### src/rtl/control_sequencer.sv
// -----------------------------------------------------------------------------
// control_sequencer
//
// Hardwired control unit for the 32-bit single-bus datapath. Steps the fetch
// cycle (T0-T2) and the execute cycle (T3-T7) and decodes the registered step
// together with the opcode in IR into the datapath control strobes. Memory
// steps stretch on mem_ready; the sequencer halts on stop (sampled in T0), on
// the halt opcode, or when a memory step waits WAIT_MAX cycles.
//
// Optional feature macro: CU_ILLEGAL_TRAP_EN
//   defined   : an unmapped opcode goes T2 -> HALT and sets the sticky illegal flag
//   undefined : an unmapped opcode executes as nop (T2 -> T0), illegal tied 0
//
// Parameters
//   OPW       opcode width, taken from the top bits of ir
//   WAIT_MAX  cycles a Read/Write step may wait for mem_ready before mem_err
//
// Ports
//   clk        in   system clock, rising edge
//   clr        in   asynchronous reset, active-low
//   ir         in   instruction register contents
//   con_ff     in   branch condition flip-flop from the datapath
//   mem_ready  in   memory completed the current Read/Write
//   stop       in   halt request, honoured only in T0
//   PCout, Zlowout, MDRout, BAout, Cout, Rout     out  bus drive enables
//   PCin, IRin, MARin, MDRin, Yin, Zin, Rin, CONin out register load enables
//   Gra, Grb, Grc                                 out  IR register-field selects
//   IncPC, Read, Write                            out  ALU increment / memory strobes
//   alu_op     out  ALU opcode (ADD for address/branch arithmetic)
//   run        out  1 while executing, 0 in RESET/HALT
//   mem_err    out  sticky, memory timeout
//   illegal    out  sticky, unmapped opcode (trap build only)
// -----------------------------------------------------------------------------
module control_sequencer #(
    parameter int OPW      = 5,
    parameter int WAIT_MAX = 15
) (
    input  logic           clk,
    input  logic           clr,
    input  logic [31:0]    ir,
    input  logic           con_ff,
    input  logic           mem_ready,
    input  logic           stop,
    output logic           PCout,
    output logic           Zlowout,
    output logic           MDRout,
    output logic           BAout,
    output logic           Cout,
    output logic           Rout,
    output logic           PCin,
    output logic           IRin,
    output logic           MARin,
    output logic           MDRin,
    output logic           Yin,
    output logic           Zin,
    output logic           Rin,
    output logic           CONin,
    output logic           Gra,
    output logic           Grb,
    output logic           Grc,
    output logic           IncPC,
    output logic           Read,
    output logic           Write,
    output logic [OPW-1:0] alu_op,
    output logic           run,
    output logic           mem_err,
    output logic           illegal
);

    typedef enum logic [3:0] {
        S_RESET,
        S_T0,
        S_T1,
        S_T2,
        S_T3,
        S_T4,
        S_T5,
        S_T6,
        S_T7,
        S_HALT
    } state_t;

    localparam int CW = $clog2(WAIT_MAX + 1);
    // Timeout fires on the WAIT_MAX-th stalled cycle, i.e. when the count of
    // already-stalled cycles equals WAIT_MAX-1.
    localparam logic [CW-1:0] WAIT_LAST = CW'(WAIT_MAX - 1);

    localparam logic [OPW-1:0] OP_LD     = OPW'(0);
    localparam logic [OPW-1:0] OP_LDI    = OPW'(1);
    localparam logic [OPW-1:0] OP_ST     = OPW'(2);
    localparam logic [OPW-1:0] OP_RFIRST = OPW'(3);
    localparam logic [OPW-1:0] OP_RLAST  = OPW'(11);
    localparam logic [OPW-1:0] OP_BRX    = OPW'(18);
    localparam logic [OPW-1:0] OP_NOP    = OPW'(26);
    localparam logic [OPW-1:0] OP_HALT   = OPW'(27);
    localparam logic [OPW-1:0] ALU_ADD   = OPW'(3);

    state_t          state;
    state_t          state_nxt;
    logic [CW-1:0]   wait_cnt;
    logic [CW-1:0]   wait_nxt;
    logic            err_set;
`ifdef CU_ILLEGAL_TRAP_EN
    logic            ill_set;
`endif

    logic [OPW-1:0]  opcode;
    logic            is_ld;
    logic            is_ldi;
    logic            is_st;
    logic            is_rtype;
    logic            is_brx;
    logic            is_nop;
    logic            is_halt;
    logic            is_exec;
    logic            mem_wait;
    logic            timeout;

    // The register fields are consumed by the datapath through Gra/Grb/Grc;
    // the sequencer itself only decodes the opcode.
    logic            ir_unused;
    assign ir_unused = ^ir[31-OPW:0];

    assign opcode   = ir[31:32-OPW];
    assign is_ld    = (opcode == OP_LD);
    assign is_ldi   = (opcode == OP_LDI);
    assign is_st    = (opcode == OP_ST);
    assign is_rtype = (opcode >= OP_RFIRST) && (opcode <= OP_RLAST);
    assign is_brx   = (opcode == OP_BRX);
    assign is_nop   = (opcode == OP_NOP);
    assign is_halt  = (opcode == OP_HALT);
    assign is_exec  = is_ld | is_ldi | is_st | is_rtype | is_brx;

    // Steps that stall on mem_ready: fetch read, ld read, st write.
    assign mem_wait = (state == S_T1) ||
                      ((state == S_T6) && is_ld) ||
                      ((state == S_T7) && is_st);
    assign timeout  = (wait_cnt == WAIT_LAST);

    // -------------------------------------------------------------------------
    // State register, wait counter and sticky flags.
    // NOTE: clr forces RESET asynchronously, so every strobe (decoded from the
    // registered state) drops in the same cycle, even mid-instruction.
    // -------------------------------------------------------------------------
    always_ff @(posedge clk or negedge clr) begin
        if (!clr) begin
            state    <= S_RESET;
            wait_cnt <= '0;
            mem_err  <= 1'b0;
`ifdef CU_ILLEGAL_TRAP_EN
            illegal  <= 1'b0;
`endif
        end else begin
            // NOTE: non-blocking assignments keep every register sampling the
            // pre-edge values regardless of statement order.
            state    <= state_nxt;
            wait_cnt <= wait_nxt;
            if (err_set) begin
                mem_err <= 1'b1;
            end
`ifdef CU_ILLEGAL_TRAP_EN
            if (ill_set) begin
                illegal <= 1'b1;
            end
`endif
        end
    end

`ifndef CU_ILLEGAL_TRAP_EN
    assign illegal = 1'b0;
`endif

    // -------------------------------------------------------------------------
    // Next state and strobe decode.
    // -------------------------------------------------------------------------
    always_comb begin
        // NOTE: every output of this block gets a default first so no path
        // through the case can leave one unassigned and infer a latch.
        state_nxt = state;
        wait_nxt  = '0;
        err_set   = 1'b0;
`ifdef CU_ILLEGAL_TRAP_EN
        ill_set   = 1'b0;
`endif
        {PCout, Zlowout, MDRout, BAout, Cout, Rout} = '0;
        {PCin, IRin, MARin, MDRin, Yin, Zin, Rin, CONin} = '0;
        {Gra, Grb, Grc, IncPC, Read, Write} = '0;
        alu_op = '0;
        run    = (state != S_RESET) && (state != S_HALT);

        case (state)
            S_RESET: state_nxt = S_T0;

            S_T0: begin
                PCout = 1'b1;
                MARin = 1'b1;
                IncPC = 1'b1;
                Zin   = 1'b1;
                state_nxt = stop ? S_HALT : S_T1;
            end

            // Repeating PCin while stalled is harmless: Z still holds PC+1.
            S_T1: begin
                Zlowout = 1'b1;
                PCin    = 1'b1;
                Read    = 1'b1;
                MDRin   = 1'b1;
                state_nxt = S_T2;
            end

            S_T2: begin
                MDRout = 1'b1;
                IRin   = 1'b1;
                if (is_halt) begin
                    state_nxt = S_HALT;
                end else if (is_nop) begin
                    state_nxt = S_T0;
                end else if (is_exec) begin
                    state_nxt = S_T3;
                end else begin
`ifdef CU_ILLEGAL_TRAP_EN
                    state_nxt = S_HALT;
                    ill_set   = 1'b1;
`else
                    state_nxt = S_T0;
`endif
                end
            end

            S_T3: begin
                state_nxt = S_T4;
                if (is_brx) begin
                    Gra   = 1'b1;
                    Rout  = 1'b1;
                    CONin = 1'b1;
                end else if (is_rtype) begin
                    Grb  = 1'b1;
                    Rout = 1'b1;
                    Yin  = 1'b1;
                end else begin
                    // ld/ldi/st: base register, R0 reads as zero via BAout
                    Grb   = 1'b1;
                    BAout = 1'b1;
                    Yin   = 1'b1;
                end
            end

            S_T4: begin
                state_nxt = S_T5;
                if (is_brx) begin
                    PCout = 1'b1;
                    Yin   = 1'b1;
                end else if (is_rtype) begin
                    Grc    = 1'b1;
                    Rout   = 1'b1;
                    Zin    = 1'b1;
                    alu_op = opcode;
                end else begin
                    Cout   = 1'b1;
                    Zin    = 1'b1;
                    alu_op = ALU_ADD;
                end
            end

            S_T5: begin
                if (is_ld || is_st) begin
                    Zlowout   = 1'b1;
                    MARin     = 1'b1;
                    state_nxt = S_T6;
                end else if (is_brx) begin
                    Cout      = 1'b1;
                    Zin       = 1'b1;
                    alu_op    = ALU_ADD;
                    state_nxt = S_T6;
                end else begin
                    Zlowout   = 1'b1;
                    Gra       = 1'b1;
                    Rin       = 1'b1;
                    state_nxt = S_T0;
                end
            end

            S_T6: begin
                if (is_ld) begin
                    Read      = 1'b1;
                    MDRin     = 1'b1;
                    state_nxt = S_T7;
                end else if (is_st) begin
                    Gra       = 1'b1;
                    Rout      = 1'b1;
                    MDRin     = 1'b1;
                    state_nxt = S_T7;
                end else begin
                    // brx: the computed target is only taken when con_ff is set
                    Zlowout   = con_ff;
                    PCin      = con_ff;
                    state_nxt = S_T0;
                end
            end

            S_T7: begin
                MDRout    = 1'b1;
                state_nxt = S_T0;
                if (is_st) begin
                    Write = 1'b1;
                end else begin
                    Gra = 1'b1;
                    Rin = 1'b1;
                end
            end

            S_HALT: state_nxt = S_HALT;

            default: state_nxt = S_RESET;
        endcase

        // Memory stall overrides the advance chosen above. The counter is
        // zero whenever a wait step is entered because it defaults to zero
        // on every non-holding cycle.
        if (mem_wait && !mem_ready) begin
            if (timeout) begin
                state_nxt = S_HALT;
                err_set   = 1'b1;
            end else begin
                state_nxt = state;
                wait_nxt  = wait_cnt + 1'b1;
            end
        end
    end

endmodule

### config.mk
export PLATFORM = sky130hd
export DESIGN_NAME = control_sequencer
export DESIGN_NICKNAME = d
export VERILOG_FILES = /design/src/rtl/control_sequencer.sv
export SDC_FILE = /design/constraint.sdc
export NUM_CORES = 1
export LEC_CHECK = 0
export CAP_MARGIN = 30
export CELL_PAD_IN_SITES_DETAIL_PLACEMENT = 0
export CELL_PAD_IN_SITES_GLOBAL_PLACEMENT = 1
export CORE_ASPECT_RATIO = 0.8
export CORE_UTILIZATION = 23
export CTS_CLUSTER_DIAMETER = 50
export DETAILED_ROUTE_END_ITERATION = 8
export PLACE_DENSITY_LB_ADDON = 0.1
export SYNTH_ARGS = -nofsm -noshare
export SYNTH_HDL_FRONTEND = slang
export SYNTH_SLANG_ARGS = --single-unit
### constraint.sdc
create_clock -name clk -period 2.4 [get_ports clk]
set_clock_uncertainty 0.05 [all_clocks]
set_input_delay 0.36 -clock clk [delete_from_list [all_inputs] [get_ports clk]]
set_output_delay 0.36 -clock clk [all_outputs]
set_load 0.1 [all_outputs]
Word-level counts from Yosys, hierarchy flattened:

Cells that the tools add are included.

* flip-flop bits (word level): 9
* input port bits: 37
* output and inout port bits: 28
* logic and storage cells: 99

* $add $sub $neg: 1
* order comparisons: 2
* equality and inequality tests: 17
* muxes and demuxes: 58
* bitwise logic cells: 4
* reduce and logical (&&, ||, !) cells: 14

Operators with widths (number)
* case mux 4 bit (9 select lines): 1
* two-way mux 4 bit: 8
* two-way mux 1 bit: 28
* equality test 4 x 3 -> 1 bit, second input constant: 4
* case mux 1 bit (2 select lines): 8
* equality test 5 bit, second input constant: 3
* equality test 4 bit, second input constant: 3
* two-way mux 3 bit: 4
* two-way mux 5 bit: 2
* case mux 5 bit (2 select lines): 1
* case mux 1 bit (3 select lines): 3
* equality test 4 x 2 -> 1 bit, second input constant: 2
* equality test 5 x 1 -> 1 bit, second input constant: 1
* equality test 5 x 2 -> 1 bit, second input constant: 1
* >= comparator 5 x 2 -> 1 bit, second input constant: 1
* less-or-equal comparator 5 x 4 -> 1 bit, second input constant: 1
* logical AND 1 bit: 5
* logical NOT 5 bit: 1
* adder 4 x 1 -> 4 bit, second input constant: 1
* equality test 4 x 1 -> 1 bit, second input constant: 1
* logical NOT 4 bit: 1
* two-way mux 2 bit: 2
* inequality test 4 bit, second input constant: 1
* bitwise OR 1 bit: 4
* other kinds (6): 9

Logic depth before layout (Yosys ltp):

* depth in word-level cells: 10
* depth in mapped cells: 6
* depth with buffers taken out: 4

Worst setup path after synthesis:

OpenSTA, ideal clock, no wires.

* kind: register to output
* from: reg state[1]
* to: out alu_op[2]
* arrival time: 4.771 ns
* required time: 1.990 ns
* setup slack: -2.781 ns
* stages on the path, launching flop included: 5
* path buffers: 1
* cells stage by stage: dfrtp_1 buf_2 nand2b_1 nor4_1 and2_1

* word-level cells in the longest chain between the ends: 2
* elaborated cells between the ends (all ways): 3
* those cells by class: eq/ne (2); mux (1)

RTL lines
* start, declared: RTL line 98 `state_t state;`
* start signal, assigned: RTL line 156 `state <= state_nxt;`
* equality test 4 x 3 -> 1 bit: RTL line 191 `case (state)`
* case mux 5 bit (2 select lines) (*): RTL line 191
* end, declared: RTL line 64 `output logic [OPW-1:0] alu_op,`

Every way passes the cells marked *; elsewhere a longest branch is shown, timed or not.

Worst setup path in the final report:

* from: reg state[1]
* to: out Rin

* word-level cells in the longest chain between the ends: 2
* elaborated cells between the ends (all ways): 3
* those cells by class: eq/ne (2); mux (1)

RTL lines
* equality test 4 bit / equality test 4 x 3 -> 1 bit (equally long branches): RTL line 191
* case mux 1 bit (2 select lines) (*): RTL line 191
* end, declared: RTL line 56 `output logic Rin,`

Marks and branches as above.

==> results.tsv <==
metric	value	unit
cts.reportedPaths.clkPinSlew	50	ps
grt_pass1_wl	6.34	mm
vias	1240	
crit_path_start_kind	flop	
die_y	59.7	um
synth_edf_count	0	
htreeDepth	1	
drt_iter0_drc	113	
grt_pass1_vias	1264	
coreArea	3880	um2
layout_commonest_cell	buf_4	
grt_usage	19.1	%
min_period	2450	ps
nNetsFinal	230	
rsz0062_at_grt	true	
routed_wl	3.72	mm
yosys_register_bits	9	
grt_max_degree	20	
diodes	0	
cts_buffer_depth	2	
dieArea	4430	um2
outcome	finished with violations	
io_pins	65	
overflow	0	
remaining_drc_errors	0	
cts_buffers	3	
path_class	reg2out	
row_count	20	
hold_buffers	0	
area_delta_synth_final	113	%
cts.sinks	9	
dp_hpwl	2.89	mm
antenna_found_initial	0	
instances_no_fill	245	
critPathArrivalTime	2040	ps
drt_pre_antenna_iters	4	
synthFlopType	dfrtp_1	
die_width	74.1	um
avgRoutedWirePerCell	15.2	um
maxSlewHeadroom	66.9	%
ys_seq_area_share	23.5	%
root_buffer	clkbuf_8	
rr_worst_depth	4	
setup_viol	2	
nFillCells	374	
clk_latency	230	ps
crit_chain	or4b_4 > maj3_2 > a22oi_2 > buf_4 > buf_12	
slowest_delay	560	ps
post-place-ws	-206	ps
tns	-78.7	ps
cts_tree	done	
violations	setup timing	
fmax	0.409	GHz
worstPathMaxFanout	2	
finalHoldViolations	0	
crit_path_end_kind	primary output	
yosys_warnings	0	
synthCells	128	
slew_violations	0	
numPortBuffers	35	
period_share	102	%
dpl.cell_count	242	
cp_data_required_time	1990	ps
worstMarginPinSlew	484	ps
p_per_area	1240	nW/um2
setup_ws	-47.6	ps
syn_avg_cell_area	7.48	um2
layout-drive-gt1-share	51.1	%
yosysUniqueCellTypes	50	
synthArstFlopShare	100	%
initial_utilization	24.7	%
multi_input_area	848	um2
p_leak	0.843	nW
cpMaxStageDelayCell	or4b_4	
gp_congestion	0.848	
seqCellArea	225	um2
syn_area	957	um2
postRouteAntennaNets	0	
peakVddDrop	0.000821	V
layout_common_cells	buf_4 (33), buf_12 (24), dfrtp_1 (9), nand2_1 (7), nor3_1 (7)	
viasPerCell	5.06	
drv_cap	0	
min_path_type	in2async	
power by group:
group          internal, mW  leakage (nW)  switching, mW
clock                 0.116        0.0228         0.0624
combinational         0.725         0.701           1.42
sequential            0.183         0.120         0.0155
total                  1.02         0.843           1.50
critical path: cells and delay by family, from the launching register on:
| kind | cells | cell delay (ps) |
|---|---|---|
| adder cells (fa/ha/maj) | 1 | 330 |
| AO/OA/AOI/OAI | 1 | 220 |
| buffers and inverters | 2 | 320 |
| flip-flops | 1 | 370 |
| AND/OR/NAND/NOR | 1 | 560 |
registers in the layout (all words and copies together), names as in the netlist:
signal    count
state         4
wait_cnt      4
mem_err       1
cell usage after synthesis (3+ instances only):
master / n / area share, %
and2_1: 4 / 2.6
a21oi_1: 7 / 3.7
nand2_1: 9 / 3.5
dfrtp_1: 9 / 24
nor2_1: 12 / 4.7
nor4_1: 3 / 2.0
o21ai_0: 7 / 3.7
clkbuf_1: 4 / 1.6
nand3_1: 3 / 1.6
nor3_1: 10 / 5.2
inv_1: 6 / 2.4
a31oi_1: 4 / 2.6
buf_2: 3 / 1.6
layer usage:
layer / up-vias / track usage (%) / wire length [um]
li1: 608 / - / -
met1: 583 / 27.1 / 1770
met2: 45 / 30.5 / 1740
met3: 4 / 3.54 / 182
met4: 0 / 2.75 / 29
met5: - / 0 / 0
final cells by class:
cell class              instances  area share [%]
repair buffers                 67            40.6
inverters                       6            1.10
clock buffers                   4            2.21
well taps                      55            3.38
flip-flops and latches          9            11.0
multi-input cells             104            41.6
timing repair:
| action | CTS | global route |
|---|---|---|
| gates cloned | 0 | 0 |
| resized for setup | 11 | 5 |
| setup endpoints to repair | 16 | 9 |
| pin swaps | 4 | 4 |
| buffers inserted | 0 | 0 |
worst paths after layout:
path                            slack (ps)          end     start
worst min-delay path                   390  wait_cnt[3]       clr
worst min register to register         460      mem_err   mem_err
max in group asynchronous             1600     state[1]       clr
worst max register to register         490     state[0]  state[0]
worst max-delay path                   -50          Rin  state[1]
min in group clk                       460      mem_err   mem_err
cell families (layout without fill, tap and decap cells):
family / count (synthesis) / in the layout / synth area share, %
buffers and inverters: 16 / 77 / 7.45
flip-flops: 9 / 9 / 23.5
AO/OA/AOI/OAI: 38 / 38 / 28.0
AND/OR/NAND/NOR: 56 / 56 / 32.0
other: 1 / 2 / 0.392
XOR/XNOR: 3 / 3 / 2.75
multiplexers: 2 / 2 / 2.09
adder cells (fa/ha/maj): 3 / 3 / 3.79
through the flow:
stage          hold slack (ps)  total power [mW]  cell area (um2)  util, %
2_1_floorplan             14.4              1.62             1120        -
3_3_place_gp               404              2.32             1960     50.6
3_5_place_dp               440              2.34             1960     50.6
4_1_cts                    414              2.53             2020     52.1
5_1_grt                    418              2.63             2040     52.5
6_report                   390              2.53             2040     52.5
No activity file was read; power rests on OpenSTA's default activity.
